**config.mk**
```make
export PLATFORM = sky130hd
export DESIGN_NAME = storage_ele_bank
export DESIGN_NICKNAME = d
export VERILOG_FILES = /design/src/rtl/storage_ele_pkg.sv /design/src/rtl/sat_shift_counter.sv /design/src/rtl/storage_ele_bank.sv
export SDC_FILE = /design/constraint.sdc
export NUM_CORES = 1
export LEC_CHECK = 0
export CORE_UTILIZATION = 28
export CTS_CLUSTER_DIAMETER = 30
export CTS_CLUSTER_SIZE = 8
export DETAILED_ROUTE_END_ITERATION = 10
export GPL_TIMING_DRIVEN = 0
export PLACE_DENSITY_LB_ADDON = 0.25
export SYNTH_ARGS = -nofsm -noshare
export SYNTH_HDL_FRONTEND = slang
export SYNTH_SLANG_ARGS = --single-unit
```
**constraint.sdc**
```tcl
create_clock -name clk -period 1.5 [get_ports clk]
set_input_delay 0.3 -clock clk [delete_from_list [all_inputs] [get_ports clk]]
set_output_delay 0.3 -clock clk [all_outputs]
set_load 0.1 [all_outputs]
```
**src/rtl/storage_ele_pkg.sv**
```systemverilog
// Shared mode encodings and mode classification for the universal storage bank.
package storage_ele_pkg;

  localparam logic [2:0] MODE_HOLD = 3'b000;
  localparam logic [2:0] MODE_LOAD = 3'b001;
  localparam logic [2:0] MODE_SHR  = 3'b010;
  localparam logic [2:0] MODE_SHL  = 3'b011;
  localparam logic [2:0] MODE_ROR  = 3'b100;
  localparam logic [2:0] MODE_ROL  = 3'b101;
  localparam logic [2:0] MODE_CLR  = 3'b110;
  localparam logic [2:0] MODE_RSVD = 3'b111;

  // True for every mode that moves bits and therefore advances the shift counter.
  function automatic logic is_shift(input logic [2:0] mode);
    return (mode == MODE_SHR) || (mode == MODE_SHL) ||
           (mode == MODE_ROR) || (mode == MODE_ROL);
  endfunction

endpackage

```
**src/rtl/sat_shift_counter.sv**
```systemverilog
// Saturating event counter with a registered one-cycle pulse on reaching CNT_MAX.
module sat_shift_counter #(
  parameter int CNT_MAX = 8,
  parameter int CNT_W   = $clog2(CNT_MAX + 1)
) (
  input  logic             clk,
  input  logic             rst_n,
  input  logic             clr,
  input  logic             inc,
  output logic [CNT_W-1:0] cnt,
  output logic             done
);

  localparam logic [CNT_W-1:0] MAX_VAL  = CNT_W'(CNT_MAX);
  localparam logic [CNT_W-1:0] LAST_VAL = CNT_W'(CNT_MAX - 1);

  logic [CNT_W-1:0] r_cnt;
  logic             r_done;

  // NOTE: sequential state uses non-blocking (<=) so every register samples
  // pre-edge values, regardless of statement order inside the block.
  always_ff @(posedge clk or negedge rst_n) begin
    if (!rst_n) begin
      r_cnt  <= '0;
      r_done <= 1'b0;
    end else if (clr) begin
      r_cnt  <= '0;
      r_done <= 1'b0;
    end else if (inc && (r_cnt != MAX_VAL)) begin
      r_cnt  <= r_cnt + CNT_W'(1);
      // Only the step into saturation pulses; further shifts stay quiet.
      r_done <= (r_cnt == LAST_VAL);
    end else begin
      r_done <= 1'b0;
    end
  end

  assign cnt  = r_cnt;
  assign done = r_done;

endmodule

```
**src/rtl/storage_ele_bank.sv**
```systemverilog
// WIDTH-bit universal register: load/shift/rotate/clear on posedge, shadow copy on negedge.
module storage_ele_bank
  import storage_ele_pkg::*;
#(
  parameter int WIDTH = 8,
  parameter int CNT_W = $clog2(WIDTH + 1)
) (
  input  logic             clk,
  input  logic             rst_n,
  input  logic [2:0]       mode,
  input  logic [WIDTH-1:0] d,
  input  logic             sin,
  output logic [WIDTH-1:0] q,
  output logic [WIDTH-1:0] q_neg,
  output logic             sout,
  output logic [CNT_W-1:0] shift_cnt,
  output logic             done
);

  logic [WIDTH-1:0] r_q;
  logic [WIDTH-1:0] r_q_neg;
  logic [WIDTH-1:0] w_q_next;
  logic             w_sout;
  logic             w_cnt_clr;
  logic             w_cnt_inc;

  // NOTE: always_comb outputs get a default first so no path can infer a latch.
  always_comb begin
    w_q_next = r_q;
    unique case (mode)
      MODE_LOAD: w_q_next = d;
      MODE_SHR:  w_q_next = {sin, r_q[WIDTH-1:1]};
      MODE_SHL:  w_q_next = {r_q[WIDTH-2:0], sin};
      MODE_ROR:  w_q_next = {r_q[0], r_q[WIDTH-1:1]};
      MODE_ROL:  w_q_next = {r_q[WIDTH-2:0], r_q[WIDTH-1]};
      MODE_CLR:  w_q_next = '0;
      MODE_HOLD, MODE_RSVD: w_q_next = r_q;
      default:   w_q_next = r_q;
    endcase
  end

  // Serial output exposes the bit about to fall off the end being shifted away from.
  always_comb begin
    w_sout = 1'b0;
    case (mode)
      MODE_SHR, MODE_ROR: w_sout = r_q[0];
      MODE_SHL, MODE_ROL: w_sout = r_q[WIDTH-1];
      default:            w_sout = 1'b0;
    endcase
  end

  always_ff @(posedge clk or negedge rst_n) begin
    if (!rst_n) r_q <= '0;
    else        r_q <= w_q_next;
  end

  always_ff @(negedge clk or negedge rst_n) begin
    if (!rst_n) r_q_neg <= '0;
    else        r_q_neg <= r_q;
  end

  assign w_cnt_clr = (mode == MODE_LOAD) || (mode == MODE_CLR);
  assign w_cnt_inc = is_shift(mode);

  sat_shift_counter #(
    .CNT_MAX (WIDTH),
    .CNT_W   (CNT_W)
  ) u_cnt (
    .clk   (clk),
    .rst_n (rst_n),
    .clr   (w_cnt_clr),
    .inc   (w_cnt_inc),
    .cnt   (shift_cnt),
    .done  (done)
  );

  assign q     = r_q;
  assign q_neg = r_q_neg;
  assign sout  = w_sout;

endmodule

```
==> flow_summary.yaml <==
status:
  violations: "setup timing"
  status: "finished with violations"
clock_tree:
  cts_sinks: 21
  cts.clk_slew.worst_paths_ns: 0.08
  cts_tree: "yes"
  clk_latency_ns: 0.27
  cts-root-buf: "clkbuf_8"
  htree_levels: 1
  cts_max_path_buffers: 2
  numCtsBuffers: 3
  hold_buffers: 0
synth:
  synth-adder-area-share: 0.0194
  netlist_area_mm2: 0.00129
  yosys-mux-area-fraction: 0.162
  ys_ff_latch: 21
  ys_types: 35
  synth_top_family_by_area: "compound AO/OA/AOI/OAI gates"
  syn_nets: 136
  synth_compound_area_frac: 0.181
  yosys.area_share.simple: 0.127
  ys.warnings.count: 0
  synth_area_per_cell_um2: 10.7
  synthCells: 120
  ys_seq_area_frac: 0.407
  synthXorXnorAreaFrac: 0.0262
route:
  dr.first_iter.drc_count: 55
  vias: 1107
  wirelength_mm: 3.23
  drc: 0
  routedWlPerCell_um: 15.4
  ant_nets: 0
  via_per_inst: 5.27
  first_pass_iters: 4
critical_path:
  critical_path_required_ns: 1.20
  cp_slowest_stage_delay_ns: 0.44
  crit_path_cell_trace: "buf_12"
  critPathBufInv: 1
  path_class: "reg -> out"
  endpoint_kind: "output port"
  ff2ff_path_depth: 0
  crit_family: "flip-flops"
  cp_max_fo: 1
  crit_cells: 1
  critPathArrivalTime_ns: 1.64
  start_kind: "flop"
  ff2ff_setup_slack_ns: 0.06
  crit_slowest_cell: "dfrtn_1"
place:
  gp_congestion: 0.827
  dp.cells: 205
  hpwl_mm: 2.29
  io_buffers: 33
  place_area_mm2: 0.00173
pwr:
  switchingPower_uw: 1330
  p_int_uw: 1300
  power_leakage_uw: 0.000787
  ir_drop_v: 0.000422
  p_comb_frac: 0.536
  swShare: 0.506
  finalPower_uw: 2630
  clkPwrFrac: 0.142
  power_density_mw_per_mm2: 1420
  pwr-share-seq: 0.322
sta:
  whs_ns: 0.114
  drv_slew: 0
  skew_ns: 0.0143
  relSlewSlack: 0.626
  rsz0062_at_grt: "true"
  fin_setup_tns_ns: -3.48
  finalHoldViolCount: 0
  setup_viol: 8
  tightest_slew_ns: 0.560
  post-route-worst-setup-slack_ns: -0.442
floorplanning:
  initial_core_util: 0.294
  core_mm2: 0.00438
  rows: 24
  pin_count: 36
  die_x_um: 69.9
  dieArea_mm2: 0.00488
  die_h_um: 69.9
grt:
  grt_antenna_before_repair: 0
  grt_pass1_wl_mm: 5.42
  grt_max_degree: 22
  gr-usage-all-layers: 0.138
  grt_pass1_vias: 1124
  overflow: 0
layout:
  final_cells: 210
  layout-drive-gt1-share: 0.386
  area_growth_pct: 43.2
  fin_area_mm2: 0.00185
  nNetsFinal: 175
  n_antenna_cell: 0
worst_hold_path:
  holdCritPathClass: "in -> async"
run:
  drv_cap: 0
[routing by layer]
| layer | wire length (um) | GRT usage |
|---|---|---|
| met5 | 0 | 0 |
| met4 | 64 | 0.0689 |
| met3 | 76 | 0.0159 |
| met2 | 1580 | 0.223 |
| met1 | 1500 | 0.183 |
[cells by family (layout without fill, tap and decap cells)]
family | Yosys count | after routing
simple gates | 29 | 29
compound gates | 32 | 32
flops | 21 | 21
buf+inv | 13 | 51
xor+xnor | 3 | 3
fa+ha+maj | 2 | 2
mux | 20 | 20
[state kept, by name, indices dropped and copies added, names as in the netlist]
signal,flops
u_cnt.done,1
u_cnt.cnt,4
q_neg,8
q,8
[final timing paths]
check | start | to
setup / recovery | q_neg[2]$_DFF_NN0_ | q_neg[2]
hold / removal | rst_n | q[4]$_DFFE_PN0N_
setup reg to reg | q[6]$_DFFE_PN0N_ | q_neg[6]$_DFF_NN0_
hold reg to reg | u_cnt.cnt[3]$_DFFE_PN0P_ | u_cnt.done$_DFF_PN0_
max in group asynchronous | rst_n | q_neg[7]$_DFF_NN0_
min in group clk | mode[0] | q[2]$_DFFE_PN0N_
[power groups by stage]
stage	registers (uW)	clock network, uW	logic [uW]
2_1_floorplan	1540	0	309
3_3_place_gp	830	0	1350
3_5_place_dp	834	0	1360
4_1_cts	841	384	1390
5_1_grt	868	402	1460
6_report	845	374	1410
[synth_stat cells, drive strengths merged]
| cell | count | area [um^2] |
|---|---|---|
| dfrtp | 13 | 325 |
| mux2i | 13 | 130 |
| a21oi | 9 | 45.0 |
| nand3 | 9 | 45.0 |
| buf | 8 | 80.1 |
| dfrtn | 8 | 200 |
| mux2 | 7 | 78.8 |
| nor2b | 5 | 31.3 |
| o21ai | 5 | 25.0 |
| a211o | 4 | 35.0 |
| a221oi | 4 | 47.6 |
| inv | 4 | 15.0 |
| nand2b | 4 | 25.0 |
| nand2 | 3 | 11.3 |
| o221ai | 3 | 26.3 |
| o22ai | 3 | 18.8 |
| a211oi | 2 | 20.0 |
| and3b | 2 | 17.5 |
| ha | 2 | 25.0 |
| nor2 | 2 | 7.51 |
| xnor2 | 2 | 17.5 |
| a21boi | 1 | 7.51 |
| a22o | 1 | 8.76 |
| clkinv | 1 | 3.75 |
| nand3b | 1 | 7.51 |
| nor3 | 1 | 5.00 |
| or2b | 1 | 7.51 |
| or3 | 1 | 6.26 |
| xor2 | 1 | 16.3 |
[layout by cell type, fill, tap and decap left out, types with 2 or more instances in the layout]
cell / Yosys / routed
dfrtn_1: 8 / 8
nor2b_1: 5 / 5
nand2b_1: 4 / 4
o22ai_1: 3 / 3
o21ai_1: 2 / 2
dfrtp_4: 0 / 9
o21ai_0: 3 / 3
clkdlybuf4s15_2: 0 / 2
o221ai_1: 3 / 3
buf_2: 1 / 11
nand2_1: 3 / 3
ha_1: 2 / 2
clkdlybuf4s50_1: 0 / 9
buf_6: 6 / 6
buf_12: 0 / 9
clkbuf_8: 0 / 3
buf_4: 1 / 3
a221oi_2: 2 / 2
mux2_2: 6 / 6
mux2i_1: 13 / 12
nand3_1: 9 / 9
a221oi_1: 2 / 2
a21oi_1: 9 / 9
a211o_1: 4 / 4
and3b_1: 2 / 2
inv_1: 4 / 4
dfrtp_2: 0 / 3
[through the flow]
stage          setup slack [ns]  utilization
4_1_cts                  -0.451        0.414
3_5_place_dp              -1.40        0.395
2_1_floorplan            -0.499            -
3_3_place_gp              -1.40        0.395
5_1_grt                  -0.471        0.421
6_report                 -0.442        0.421
[final cells by class]
type / count / area, um^2
Buffer: 7 / 75.1
Multi-Input combinational cell: 86 / 704
Timing Repair Buffer: 35 / 375
Fill cell: 407 / 2540
Clock buffer: 4 / 45.0
Sequential cell: 21 / 563
Tap cell: 52 / 65.1
Inverter: 5 / 18.8
[timing repair]
action                                  CTS  global route
hold endpoints to repair                  0             0
resized for setup                       148             7
buffers inserted                          0             2
endpoints found under the setup margin   33            10
(Power assumes the default switching activity.)
